===== src/rtl/pbit_gibbs_sweeper.sv =====
// Sequential Gibbs-sampling p-bit engine: updates one node per cycle against a
// Galois LFSR, with per-bit clamping and a programmable number of sweeps.

module pbit_gibbs_sweeper_chk (
    input logic        clk,
    input logic        rst,
    input logic        busy,
    input logic        done,
    input logic [15:0] lfsr
);

    a_busy_done_excl: assert property (@(posedge clk) disable iff (rst) !(busy && done));
    a_lfsr_nonzero:   assert property (@(posedge clk) disable iff (rst) lfsr != 16'h0000);
    a_done_single:    assert property (@(posedge clk) disable iff (rst) done |=> !done);

endmodule

module pbit_gibbs_sweeper #(
    parameter int          N_PBITS   = 5,
    parameter int          ACT_W     = 4,
    parameter int          RAND_W    = 8,
    parameter logic [15:0] LFSR_SEED = 16'hACE1
) (
    input  logic                       clk,
    input  logic                       rst,
    input  logic                       start,
    input  logic [7:0]                 num_sweeps,
    input  logic [1:0]                 beta_shift,
    input  logic [N_PBITS*ACT_W-1:0]   act_in,
    input  logic [N_PBITS-1:0]         clamp_en,
    input  logic [N_PBITS-1:0]         clamp_val,
    output logic [N_PBITS-1:0]         state_out,
    output logic                       busy,
    output logic                       done,
    output logic [7:0]                 sweep_count
);

    localparam int IDX_W = (N_PBITS > 1) ? $clog2(N_PBITS) : 1;
    localparam logic [IDX_W-1:0] LAST_IDX = IDX_W'(N_PBITS - 1);
    localparam int EXT_W = RAND_W + 4;
    localparam int SUM_W = RAND_W + 2;
    localparam logic [15:0] SEED_EFF = (LFSR_SEED == 16'h0000) ? 16'h0001 : LFSR_SEED;
    localparam logic [15:0] TOGGLE_MASK = 16'hB400;
    localparam logic signed [EXT_W-1:0] SAT_POS = EXT_W'(2 ** (RAND_W - 1));
    localparam logic signed [EXT_W-1:0] SAT_NEG = -SAT_POS;

    typedef enum logic [1:0] {
        IDLE   = 2'd0,
        UPDATE = 2'd1,
        FINISH = 2'd2
    } fsm_t;

    fsm_t                 fsm_r;
    logic [IDX_W-1:0]     idx_r;
    logic [15:0]          lfsr_r;
    logic [7:0]           num_sweeps_r;
    logic [1:0]           beta_shift_r;
    logic [N_PBITS-1:0]   state_r;
    logic                 busy_r;
    logic                 done_r;
    logic [7:0]           sweep_count_r;

    logic [ACT_W-1:0]         act_sel_s;
    logic signed [EXT_W-1:0]  act_ext_s;
    logic signed [EXT_W-1:0]  act_shift_s;
    logic [2:0]               shamt_s;
    logic [SUM_W-1:0]         scaled_s;
    logic [SUM_W-1:0]         rand_s;
    logic [SUM_W-1:0]         sum_s;
    logic                     sample_s;
    logic                     next_bit_s;
    logic [7:0]               sweep_next_s;

    // Right-shifting Galois step; a nonzero state can never map to zero.
    function automatic logic [15:0] lfsr_step(input logic [15:0] x);
        logic [15:0] nxt;
        if (x[0]) begin
            nxt = (x >> 1) ^ TOGGLE_MASK;
        end else begin
            nxt = x >> 1;
        end
        return nxt;
    endfunction

    // Scaled, saturated activation of the selected node compared against the LFSR sample.
    always_comb begin
        act_sel_s   = act_in[int'(idx_r) * ACT_W +: ACT_W];
        act_ext_s   = {{(EXT_W - ACT_W){act_sel_s[ACT_W-1]}}, act_sel_s};
        shamt_s     = {1'b0, beta_shift_r} + 3'd3;
        act_shift_s = act_ext_s <<< shamt_s;
        if (act_shift_s > SAT_POS) begin
            scaled_s = SAT_POS[SUM_W-1:0];
        end else if (act_shift_s < SAT_NEG) begin
            scaled_s = SAT_NEG[SUM_W-1:0];
        end else begin
            scaled_s = act_shift_s[SUM_W-1:0];
        end
        rand_s   = {{(SUM_W - RAND_W){lfsr_r[RAND_W-1]}}, lfsr_r[RAND_W-1:0]};
        sum_s    = rand_s + scaled_s;
        sample_s = ~sum_s[SUM_W-1];
        if (clamp_en[idx_r]) begin
            next_bit_s = clamp_val[idx_r];
        end else begin
            next_bit_s = sample_s;
        end
        sweep_next_s = sweep_count_r + 8'd1;
    end

    // Sweep controller, node-state register and LFSR.
    always_ff @(posedge clk) begin
        if (rst) begin
            fsm_r         <= IDLE;
            idx_r         <= '0;
            lfsr_r        <= SEED_EFF;
            num_sweeps_r  <= 8'd0;
            beta_shift_r  <= 2'd0;
            state_r       <= '0;
            busy_r        <= 1'b0;
            done_r        <= 1'b0;
            sweep_count_r <= 8'd0;
        end else begin
            case (fsm_r)
                IDLE: begin
                    done_r <= 1'b0;
                    busy_r <= 1'b0;
                    if (start) begin
                        num_sweeps_r  <= num_sweeps;
                        beta_shift_r  <= beta_shift;
                        sweep_count_r <= 8'd0;
                        idx_r         <= '0;
                        if (num_sweeps == 8'd0) begin
                            fsm_r  <= FINISH;
                            done_r <= 1'b1;
                        end else begin
                            fsm_r  <= UPDATE;
                            busy_r <= 1'b1;
                        end
                    end else begin
                        fsm_r <= IDLE;
                    end
                end
                UPDATE: begin
                    state_r[idx_r] <= next_bit_s;
                    lfsr_r         <= lfsr_step(lfsr_r);
                    if (idx_r == LAST_IDX) begin
                        idx_r         <= '0;
                        sweep_count_r <= sweep_next_s;
                        if (sweep_next_s == num_sweeps_r) begin
                            fsm_r  <= FINISH;
                            busy_r <= 1'b0;
                            done_r <= 1'b1;
                        end else begin
                            fsm_r <= UPDATE;
                        end
                    end else begin
                        idx_r <= idx_r + IDX_W'(1);
                    end
                end
                FINISH: begin
                    done_r <= 1'b0;
                    busy_r <= 1'b0;
                    fsm_r  <= IDLE;
                end
                default: begin
                    fsm_r  <= IDLE;
                    busy_r <= 1'b0;
                    done_r <= 1'b0;
                end
            endcase
        end
    end

    assign state_out   = state_r;
    assign busy        = busy_r;
    assign done        = done_r;
    assign sweep_count = sweep_count_r;

    pbit_gibbs_sweeper_chk u_chk (
        .clk  (clk),
        .rst  (rst),
        .busy (busy_r),
        .done (done_r),
        .lfsr (lfsr_r)
    );

endmodule


===== config.mk =====
export PLATFORM = sky130hd
export DESIGN_NAME = pbit_gibbs_sweeper
export DESIGN_NICKNAME = d
export VERILOG_FILES = /design/src/rtl/pbit_gibbs_sweeper.sv
export SDC_FILE = /design/constraint.sdc
export NUM_CORES = 1
export LEC_CHECK = 0
export BUFFER_PORTS_ARGS = -buffer_cell sky130_fd_sc_hd__buf_2
export CORE_MARGIN = 2
export CORE_UTILIZATION = 55
export DETAILED_ROUTE_END_ITERATION = 10
export GPL_ROUTABILITY_DRIVEN = 0
export PLACE_DENSITY = 0.82
export SKIP_CTS_REPAIR_TIMING = 1
export SYNTH_ARGS = -nofsm -noshare
export SYNTH_HDL_FRONTEND = slang
export SYNTH_SLANG_ARGS = --single-unit

===== constraint.sdc =====
create_clock -name clk -period 4.22 [get_ports clk]
set_input_delay 0.844 -clock clk [delete_from_list [all_inputs] [get_ports clk]]
set_output_delay 0.844 -clock clk [all_outputs]
set_load 0.01 [all_outputs]

; ---- After elaboration in Yosys (flattened, before gate mapping)
; Index checks and enable logic that the tools add are counted.
[totals]
ff_bits = 46
latchBits = 0
mem_bits_rw = 0
romBits = 0
in_bits = 43
word_cells = 67
memories = 0
[op_classes]
addsub = 4
n_mul = 0
div = 0
magnitude_cmp = 4
n_eq_ne = 6
n_shift = 2
n_mux = 32
n_bitwise = 2
reduce_logical = 8
[ops]
columns = op, count
row1 = 10-bit two-way mux, 2
row2 = 20-bit by 6-bit variable part select with 4-bit output, 1
row3 = 16-bit two-way mux, 1
row4 = 8-bit two-way mux, 2
row5 = 8-bit case mux with 2 select lines, 1
row6 = 12-bit by 9-bit > comparator with 1-bit output (second input constant), 1
row7 = 12-bit by 8-bit < comparator with 1-bit output (second input constant), 1
row8 = 1-bit two-way mux, 12
row9 = 4-bit by 3-bit <<< shifter with 12-bit output, 1
row10 = 10-bit adder, 1
row11 = 8-bit by 1-bit adder with 8-bit output (second input constant), 1
row12 = 8-bit == test, 1
row13 = 8-bit zero test, 1
row14 = 2-bit two-way mux, 4
row15 = 1-bit binary-select mux with 3-bit select, 2
row16 = 3-bit two-way mux, 2
row17 = 2-bit != test (second input constant), 3
row18 = 3-bit case mux with 2 select lines, 1
row19 = 2-bit AND reduction, 3
row20 = 5-bit bitwise mux, 1
row21 = 3-bit by 4-bit < comparator with 1-bit output (second input constant), 1
row22 = 3-bit NOT with 4-bit output, 1
row23 = 1-bit case mux with 2 select lines, 2
row24 = 2-bit case mux with 2 select lines, 1
row25 = 11 further kinds, 11

; ---- Depth between registers and ports, before layout
; Gate-level depths: netlist of the first run.
[logic_depth]
word_depth = 9
ltp_mapped = 18
mapped_depth_nobuf = 16

; ---- Worst setup path before layout of the first run
; No wires, ideal clock.
[synth_path]
kind = reg-to-reg
from = register beta_shift_r[0]
to = register state_r[2], in the netlist state_out[2]
setup_time_ns = 0.141
arrival_ns = 3.539
path_slack_ns = 0.540
path_stages_with_launch = 18
path_cell_list = dfxtp_1 > clkbuf_1 > inv_1 > ha_1 > clkbuf_1 > nand2_1 > a21oi_1 > o21ai_0 > a21oi_1 > nand3_1 > a221oi_2 > ha_1 > a21o_1 > a21o_1 > a211oi_1 > o41ai_4 > mux2i_2 > a311oi_2
[synth_via]
elab_chain_cells = 9
[synth_lines]
columns = element, line
row1 = "start, declared", 57  ; logic [1:0] beta_shift_r;
row2 = "start signal, assigned", 128  ; beta_shift_r <= beta_shift;
row3 = 2-bit by 2-bit adder with 3-bit output (*), 89  ; shamt_s = {1'b0, beta_shift_r} + 3'd3;
row4 = 4-bit by 3-bit <<< shifter with 12-bit output (*), 90  ; act_shift_s = act_ext_s <<< shamt_s;
row5 = 12-bit by 8-bit < comparator with 1-bit output, 93  ; end else if (act_shift_s < SAT_NEG) begin
row6 = 10-bit two-way mux, 93
row7 = 10-bit two-way mux (*), 91  ; if (act_shift_s > SAT_POS) begin
row8 = 10-bit adder (*), 99  ; sum_s = rand_s + scaled_s;
row9 = 1-bit NOT (*), 100  ; sample_s = ~sum_s[SUM_W-1];
row10 = 1-bit two-way mux (*), 101  ; if (clamp_en[idx_r]) begin
row11 = 5-bit bitwise mux (*), 143  ; state_r[idx_r] <= next_bit_s;
row12 = "end signal, assigned by index", 143
row13 = "end, declared", 58  ; logic [N_PBITS-1:0] state_r;
; Mark *: on every way between the ends. The rest lies on a longest branch, timed or not.
; A chain may end at the register's enable or synchronous reset.

; ---- Final worst setup path of the first run
[layout_path]
from = register idx_r[0]
to = register state_r[2], in the netlist state_out[2]
[layout_via]
elab_chain_cells = 9
[layout_lines]
columns = element, line
row1 = "start, declared", 54  ; logic [IDX_W-1:0] idx_r;
row2 = "start signal, assigned", 156  ; idx_r <= idx_r + IDX_W'(1);
row3 = 20-bit by 6-bit variable part select with 4-bit output, 87  ; act_sel_s = act_in[int'(idx_r) * ACT_W +: ACT_W];
row4 = 4-bit by 3-bit <<< shifter with 12-bit output, 90
row5 = 12-bit by 8-bit < comparator with 1-bit output, 93
row6 = 10-bit two-way mux, 93
row7 = 10-bit two-way mux, 91
row8 = 10-bit adder, 99
row9 = 1-bit NOT, 100
row10 = 1-bit two-way mux, 101
row11 = 5-bit bitwise mux (*), 143
; Mark *: on every way between the ends. The rest lies on a longest branch, timed or not. The select of a mux whose other input is x is not followed.

==> results.tsv, run 1 <==
stage	metric	value	unit
layout	antenna_cells	0	
sta	grt_setup_unrepaired	false	
sta	finalSetupTns	0	ns
clock_network	htree_levels	2	
synth	syn_nets	418	
global_route	grt_util_met1	0.287	
layout	layout.nets	466	
power	combPwrFrac	0.277	
power	clkPwrFrac	0.259	
global_route	busiest_layer	met2	
synth	syn_area	2840	µm²
power	cellLeakagePower	1.35	nW
synth	ys_warn_count	0	
sta	relSlewSlack	0.380	
synth	synthDistinctLibCells	60	
detailed_routing	wl	6.54	mm
critical_path	end_kind	flop	
placement	io_buffers	57	
flow_run	drv_cap	0	
power	p_per_area	320	nW/µm²
critical_path	cp.arrival	4.05	ns
layout	layout.cells.most_common_list	nand2_1, buf_2, dfxtp_1	
hold_path	hold_depth	2	
layout	nFillCells	439	
floorplan	pin_count	58	
sta	worstMarginPinSlew	0.930	ns
floorplan	core.rowCount	26	
critical_path	rr_endpoint	state_out[2]	
critical_path	critPathTopFamily	compound AO/OA/AOI/OAI gates	
critical_path	crit_chain	buf_4 > a21oi_1 > a211oi_1 > nor2_4 > o21a_1 > and4b_1 > a211oi_2 > a221oi_2 > ha_1 > a21o_1 > a21o_1 > a211oi_1 > o41ai_4 > mux2i_2 > a311oi_2	
global_route	gr-usage-met3	0.0410	
detailed_routing	drtIter0Drc	190	
critical_path	required	4.38	ns
critical_path	slowest_delay	0.55	ns
clock_network	cts_root_buf	clkbuf_8	
layout	synthToLayoutAreaGrowth	14.2	%
sta	finalCritPeriodShare	0.922	
detailed_routing	route.detailed.drc	0	
floorplan	start_util	0.563	
floorplan	dieArea	5750	µm²
floorplan	die_h	75.8	µm
global_route	grt_pass1_wl	10.6	mm
power	p_sw	338	µW
critical_path	reg2reg_setup_slack	0.33	ns
detailed_routing	wl_per_cell	13.6	µm
global_route	grt_start_max_net_pins	47	
placement	hpwlAfterDp	4.81	mm
critical_path	cp-start-kind	flop	
sta	final-hold-violation-count	0	
global_route	grt_pass1_vias	2451	
critical_path	slowest_stage	dfxtp_1	
layout	final_common_cell	nand2_1	
layout	fin_util	0.643	
floorplan	die_w	75.8	µm
global_route	antenna_found_initial	0	
sta	drv_slew	0	
clock_network	clk_path_buf_depth	2	
floorplan	core_area	5040	µm²
hold_path	min-delay-start	lfsr_r[9]	
synth	ys_seq_area_frac	0.324	
outcome	status	complete, no violations	
sta	setup_violations	0	
hold_path	holdPathEnd	lfsr_r[8]	
clock_network	clkTransAtPathRegs	0.09	ns
clock_network	cts_buffers	5	
clock_network	cts.sink_count	46	
detailed_routing	firstDrtPassIters	4	
clock_network	clk_latency	0.30	ns
synth	synth_cells	363	
global_route	grt_overflow	0	
global_route	grtUsageMet2	0.425	
sta	finClkSkew	0.00764	ns
sta	period_needed	3.89	ns
global_route	grt.total_usage	0.237	
clock_network	cts_tree	done	
critical_path	critPathMaxFanout	10	
synth	synth_area_per_cell	7.82	µm²
power	p_int	699	µW
power	ir_drop	0.187	mV
detailed_routing	num_vias	2733	
power	swShare	0.326	
sta	max_freq	257	MHz
critical_path	r2r_start	idx_r[0]	
hold_path	hold_path_class	flop to flop	
detailed_routing	viasPerCell	5.67	
detailed_routing	antenna_left	0	
critical_path	rr_worst_depth	15	
power	seq_power_share	0.464	
power	power	1.04	mW
critical_path	cp.buffers_inverters	1	
placement	place_area	3160	µm²
synth	ys_ff_latch	46	
critical_path	crit_type	flop to flop	
layout	layout-drive-gt1-share	0.216	
layout	fin_area	3240	µm²
## cell families (layout without fill, tap and decap cells)
group | Yosys count | count (layout) | synth area share
and+or+nand+nor | 159 | 159 | 0.271
AOI/OAI and AO/OA | 84 | 84 | 0.202
DFF | 46 | 46 | 0.324
buffers and inverters | 32 | 81 | 0.0489
xor gates and xnor gates | 16 | 16 | 0.0494
muxes | 14 | 14 | 0.0511
adders and majority gates | 12 | 12 | 0.0529
## cell usage after synthesis (all sizes together)
master   number  share of area
and2          3         0.0066
xnor2        13          0.040
o211ai        1         0.0026
nor2b         1         0.0022
clkbuf       15          0.021
a22oi         1         0.0026
and3          4         0.0088
or4           2         0.0053
a211o         2         0.0062
nand3         8          0.016
o32ai         1         0.0031
inv           9          0.012
a31oi         1         0.0022
o21a          1         0.0026
ha           12          0.053
o31ai         1         0.0044
nor4          4          0.011
o21bai        1         0.0026
a221oi        2         0.0084
a2111oi       1         0.0031
a21o          4          0.011
nand4         3         0.0066
a311oi        7          0.026
xor2          3         0.0093
o41ai         1         0.0097
nand2        61          0.081
o22ai         2         0.0044
clkinv        1         0.0013
a211oi        5          0.015
buf           7          0.015
nor3         11          0.019
a32oi         1         0.0031
and3b         1         0.0031
a21oi        42          0.077
nor2         43          0.061
nand3b       11          0.033
or2           1         0.0022
and4b         1         0.0035
o311ai        1         0.0031
o21ai         9          0.016
mux2          1         0.0040
dfxtp        46           0.32
mux2i        13          0.047
nand2b        5          0.011
## layout make-up
type | instances | area (µm²) | share of cell area
Clock buffer | 6 | 72.6 | 0.0224
Tap cell | 70 | 87.6 | 0.0270
Multi-Input combinational cell | 285 | 1780 | 0.549
Clock inverter | 2 | 13.8 | 0.00424
Sequential cell | 46 | 922 | 0.284
Inverter | 10 | 37.5 | 0.0116
Timing Repair Buffer | 63 | 330 | 0.102
## layer usage
metal	vias up	routed length [µm]
met5	-	0
met4	0	89
met3	12	407
met2	93	3280
met1	1257	2770
li1	1371	-
## metrics by stage
| stage | setup slack, ns | cells | hold slack (ns) |
|---|---|---|---|
| 3_3_place_gp | 0.245 | 474 | 0.436 |
| 2_1_floorplan | 0.540 | 363 | 0.432 |
| 3_5_place_dp | 0.101 | 474 | 0.452 |
| 6_report | 0.331 | 482 | 0.462 |
| 4_1_cts | 0.167 | 482 | 0.465 |
| 5_1_grt | 0.0740 | 482 | 0.494 |
## registers in the layout (all words and copies together) (netlist names)
signal	cells
beta_shift_r	2
busy	1
done	1
fsm_r	2
idx_r	3
lfsr_r	16
num_sweeps_r	8
state_out	5
sweep_count	8
## worst max-delay path by stage
stage | start | to | slack [ns] | cells after the start
2_1_floorplan | beta_shift_r[0] | state_out[2] | 0.54 | 17
3_3_place_gp | act_in[17] | state_out[2] | 0.24 | 15
3_5_place_dp | act_in[14] | state_out[2] | 0.10 | 15
4_1_cts | idx_r[2] | state_out[2] | 0.17 | 14
5_1_grt | idx_r[2] | state_out[4] | 0.07 | 14
6_report | idx_r[0] | state_out[2] | 0.33 | 15
## power groups by stage
stage	Clock, mW	Sequential [mW]	Combinational (mW)
finish	0.268	0.482	0.287
floorplan	0	0.486	0.217
global placement	0	0.490	0.272
CTS	0.275	0.482	0.286
detailed placement	0	0.492	0.283
global route	0.292	0.485	0.321
## worst min-delay path: stages, from the launching register on
cell	delay, ns
dfxtp_1	0.32
nand2_1	0.05
a21oi_1	0.05
Power figures use the tool's default switching activity.
==> run 2, diff against run 1 <==
--- a/config.mk
+++ b/config.mk
@@ -6,11 +6,13 @@
 export NUM_CORES = 1
 export LEC_CHECK = 0
 export BUFFER_PORTS_ARGS = -buffer_cell sky130_fd_sc_hd__buf_2
+export CORE_ASPECT_RATIO = 0.6
 export CORE_MARGIN = 2
-export CORE_UTILIZATION = 55
+export CORE_UTILIZATION = 57
+export CTS_BUF_LIST = sky130_fd_sc_hd__clkbuf_8
 export DETAILED_ROUTE_END_ITERATION = 10
 export GPL_ROUTABILITY_DRIVEN = 0
-export PLACE_DENSITY = 0.82
+export PLACE_DENSITY = 0.84
 export SKIP_CTS_REPAIR_TIMING = 1
 export SYNTH_ARGS = -nofsm -noshare
 export SYNTH_HDL_FRONTEND = slang
==> results.tsv, run 2 (synthesis results as in run 1) <==
stage	metric	value	unit
detailed_routing	route.detailed.drc	0	
hold_path	holdPathEnd	busy	
layout	fin_area	3260	µm²
layout	layout-drive-gt1-share	0.223	
critical_path	critPathMaxFanout	11	
sta	max_freq	254	MHz
layout	largest_reg_flops	16	
sta	finClkSkew	0.00532	ns
clock_network	clk_latency	0.30	ns
layout	final_common_cell	nand2_1	
critical_path	rr_worst_depth	14	
critical_path	cp.arrival	4.08	ns
floorplan	pin_count	58	
sta	drv_slew	0	
layout	layout.nets	467	
critical_path	cp-start-kind	flop	
sta	finalCritPeriodShare	0.932	
layout	layout.cells.most_common_list	nand2_1, buf_2, dfxtp_1	
global_route	grt_start_max_net_pins	47	
floorplan	die_h	58.7	µm
critical_path	slowest_stage	dfxtp_2	
layout	nFillCells	377	
placement	hpwlAfterDp	5.34	mm
critical_path	r2r_start	idx_r[2]	
hold_path	hold_path_class	flop to flop	
detailed_routing	antenna_left	0	
critical_path	path_common_cell	a21o_1	
detailed_routing	firstDrtPassIters	5	
sta	worstMarginPinSlew	0.966	ns
floorplan	core_area	4680	µm²
clock_network	cts_root_buf	clkbuf_8	
sta	final-hold-violation-count	0	
flow_run	drv_cap	0	
layout	largest-register	lfsr_r	
detailed_routing	drtIter0Drc	239	
floorplan	die_w	95.1	µm
global_route	grt_pass1_vias	2462	
clock_network	htree_levels	2	
clock_network	cts_tree	done	
layout	fin_util	0.696	
outcome	status	complete, no violations	
floorplan	start_util	0.606	
floorplan	dieArea	5580	µm²
clock_network	cts.sink_count	46	
floorplan	core.rowCount	19	
detailed_routing	num_vias	2772	
sta	relSlewSlack	0.356	
detailed_routing	viasPerCell	5.82	
layout	antenna_cells	0	
hold_path	min-delay-start	busy	
layout	synthToLayoutAreaGrowth	14.8	%
global_route	grt_pass1_wl	11.6	mm
clock_network	clk_path_buf_depth	2	
critical_path	crit_chain	nand2b_1 > o32ai_1 > a31oi_1 > a21oi_2 > o211ai_1 > nand3_1 > a221oi_2 > ha_1 > a21o_1 > a21o_1 > a211oi_1 > o41ai_4 > mux2i_2 > a311oi_1	
global_route	antenna_found_initial	0	
sta	grt_setup_unrepaired	false	
critical_path	crit_type	flop to flop	
placement	io_buffers	57	
power	ir_drop	0.245	mV
critical_path	end_kind	flop	
critical_path	rr_endpoint	state_out[4]	
power	cellLeakagePower	1.36	nW
sta	setup_violations	0	
placement	place_area	3150	µm²
critical_path	reg2reg_setup_slack	0.28	ns
clock_network	clkTransAtPathRegs	0.09	ns
hold_path	hold_depth	1	
global_route	grt.total_usage	0.266	
detailed_routing	wl_per_cell	15.1	µm
power	p_per_area	322	nW/µm²
critical_path	slowest_delay	0.46	ns
detailed_routing	wl	7.18	mm
critical_path	critPathTopFamily	compound AO/OA/AOI/OAI gates	
critical_path	cp.buffers_inverters	0	
critical_path	required	4.36	ns
global_route	grt_overflow	0	
sta	period_needed	3.94	ns
clock_network	cts_buffers	5	
==> run 2: cell types whose count changed in the layout (fill, tap and decap cells not counted), sizes merged <==
cell	before	now
clkinvlp	0	1
buf	63	64
clkbuf	6	5
==> run 2: routing by layer <==
metal  global-route usage  share of wire  vias to the layer above
met3               0.0666          0.088                        4
met2                0.418           0.43                      115
met4               0.0455         0.0026                        0
li1                     -              -                     1375
met5                    0              0                        -
met1                0.379           0.48                     1278
==> run 2: worst max path at each step <==
stage / start / cells after the start / slack, ns / endpoint
global placement: act_in[13] / 15 / 0.24 / state_out[1]
finish: idx_r[2] / 14 / 0.28 / state_out[4]
floorplan: beta_shift_r[0] / 17 / 0.54 / state_out[2]
global route: idx_r[2] / 14 / 0.07 / state_out[4]
CTS: idx_r[1] / 14 / 0.05 / state_out[4]
detailed placement: act_in[14] / 15 / -0.06 / state_out[4]
==> run 2: power breakdown <==
group | internal (mW) | total (mW) | switching (mW)
Combinational | 0.123 | 0.293 | 0.170
Clock | 0.117 | 0.270 | 0.154
Sequential | 0.460 | 0.485 | 0.0246
==> run 2: cell type report <==
class | count | area (µm²) | share of cell area
Timing Repair Buffer | 64 | 338 | 0.104
Clock buffer | 5 | 68.8 | 0.0211
Inverter | 10 | 37.5 | 0.0115
Tap cell | 63 | 78.8 | 0.0242
Clock inverter | 3 | 21.3 | 0.00653
Sequential cell | 46 | 923 | 0.283
Multi-Input combinational cell | 285 | 1790 | 0.550
==> run 2: per-stage QoR <==
| stage | worst slack, ns | power [mW] | setup TNS, ns | cells | hold WS, ns |
|---|---|---|---|---|---|
| after floorplan | 0.540 | 0.704 | 0 | 363 | 0.432 |
| after global placement | 0.241 | 0.766 | 0 | 468 | 0.429 |
| after detailed placement | -0.0632 | 0.780 | -0.247 | 468 | 0.447 |
| after CTS | 0.0456 | 1.05 | 0 | 476 | 0.464 |
| after global routing | 0.0665 | 1.11 | 0 | 476 | 0.489 |
| final | 0.285 | 1.05 | 0 | 476 | 0.458 |
==> run 3, diff against run 2 <==
--- a/config.mk
+++ b/config.mk
@@ -12,8 +12,10 @@
 export CTS_BUF_LIST = sky130_fd_sc_hd__clkbuf_8
 export DETAILED_ROUTE_END_ITERATION = 10
 export GPL_ROUTABILITY_DRIVEN = 0
+export MAX_ROUTING_LAYER = met4
 export PLACE_DENSITY = 0.84
 export SKIP_CTS_REPAIR_TIMING = 1
 export SYNTH_ARGS = -nofsm -noshare
 export SYNTH_HDL_FRONTEND = slang
 export SYNTH_SLANG_ARGS = --single-unit
+export TNS_END_PERCENT = 1
==> results.tsv, run 3 (synthesis results as in run 1) <==
stage	metric	value	unit
detailed_routing	wl	7.18	mm
detailed_routing	firstDrtPassIters	5	
power	power	1.05	mW
detailed_routing	drtIter0Drc	301	
critical_path	end_kind	flop	
floorplan	dieArea	5580	µm²
detailed_routing	antenna_left	0	
critical_path	crit_start	idx_r[2]	
layout	antenna_cells	0	
clock_network	cts_tree	done	
sta	final-hold-violation-count	0	
critical_path	rr_endpoint	state_out[4]	
critical_path	rr_worst_depth	14	
sta	relSlewSlack	0.345	
critical_path	cp.arrival	4.07	ns
power	p_per_area	322	nW/µm²
sta	drv_slew	0	
sta	max_freq	254	MHz
flow_run	drv_cap	0	
layout	layout.nets	467	
outcome	status	complete, no violations	
placement	dp.cells	468	
global_route	grt_start_max_net_pins	47	
layout	fin_cells	476	
detailed_routing	wl_per_cell	15.1	µm
placement	pre_cts_ws	-0.0632	ns
critical_path	crit_type	flop to flop	
critical_path	cp-start-kind	flop	
floorplan	core.rowCount	19	
global_route	grt_pass1_wl	11.6	mm
power	cellLeakagePower	1.36	nW
global_route	antenna_found_initial	0	
layout	synthToLayoutAreaGrowth	14.8	%
sta	worst_slack	0.286	ns
sta	worstMarginPinSlew	0.982	ns
clock_network	cts_root_buf	clkbuf_8	
critical_path	reg2reg_setup_slack	0.29	ns
floorplan	core_area	4680	µm²
clock_network	htree_levels	2	
global_route	grt_overflow	0	
sta	hold_ws	0.458	ns
layout	layout-drive-gt1-share	0.223	
hold_path	hold_path_class	flop to flop	
layout	largest_reg_flops	16	
detailed_routing	viasPerCell	5.82	
critical_path	crit_end	state_out[4]	
layout	final_common_cell	nand2_1	
power	ir_drop	0.247	mV
critical_path	required	4.36	ns
detailed_routing	num_vias	2771	
critical_path	r2r_start	idx_r[2]	
placement	io_buffers	57	
clock_network	clk_path_buf_depth	2	
placement	hpwlAfterDp	5.34	mm
sta	period_needed	3.93	ns
sta	grt_setup_unrepaired	false	
layout	largest-register	lfsr_r	
global_route	grt_pass1_vias	2460	
floorplan	die_h	58.7	µm
sta	finalCritPeriodShare	0.932	
clock_network	cts_buffers	5	
clock_network	clkTransAtPathRegs	0.09	ns
floorplan	die_w	95.1	µm
detailed_routing	route.detailed.drc	0	
critical_path	critPathMaxFanout	11	
sta	setup_violations	0	
sta	finClkSkew	0.00937	ns
clock_network	cts.sink_count	46	
clock_network	clk_latency	0.30	ns
layout	layout.cells.most_common_list	nand2_1, buf_2, dfxtp_1	
floorplan	start_util	0.606	
floorplan	pin_count	58	
global_route	grt.total_usage	0.274	
run 3: where the power goes:
part	internal, mW	switching [mW]	leakage (nW)	total, mW
Combinational	0.123	0.170	0.937	0.293
Sequential	0.460	0.0248	0.377	0.485
Clock	0.117	0.155	0.0441	0.272
run 3: area by class of cell:
cell class              count  area [µm²]
fillers                   377        1430
inverters                  10        37.5
well taps                  63        78.8
repair buffers             64         338
clock inverters             3        21.3
clock buffers               5        68.8
multi-input cells         285        1790
flip-flops and latches     46         923
run 3: how the worst min path moves through the flow:
| stage | from | end | slack (ns) | cells after the start |
|---|---|---|---|---|
| finish | busy | busy | 0.46 | 1 |
| CTS | lfsr_r[9] | lfsr_r[9] | 0.46 | 2 |
| detailed placement | lfsr_r[10] | lfsr_r[9] | 0.45 | 2 |
| global route | busy | busy | 0.49 | 1 |
| floorplan | lfsr_r[9] | lfsr_r[8] | 0.43 | 2 |
| global placement | busy | busy | 0.43 | 1 |
run 3: worst max-delay path, stage by stage (launching register included):
cell and delay (ns):
dfxtp_2 0.46, nand2b_1 0.30, o32ai_1 0.12, a31oi_1 0.36
a21oi_2 0.18, o211ai_1 0.25, nand3_1 0.15, a221oi_2 0.26
ha_1 0.28, a21o_1 0.17, a21o_1 0.18, a211oi_1 0.39
o41ai_4 0.17, mux2i_2 0.36, a311oi_1 0.16
run 3: layer usage:
layer | GRT usage | part of all wire
met5 | - | 0
met4 | 0.0455 | 0.0049
met3 | 0.0653 | 0.094
met2 | 0.416 | 0.43
met1 | 0.380 | 0.47
run 3: stage by stage:
step                      instance area (µm²)  utilization  TNS (ns)
after floorplan                          2840            -         0
after global placement                   3150        0.674         0
after detailed placement                 3150        0.674    -0.247
after CTS                                3240        0.693         0
after global routing                     3260        0.696         0
final                                    3260        0.696         0
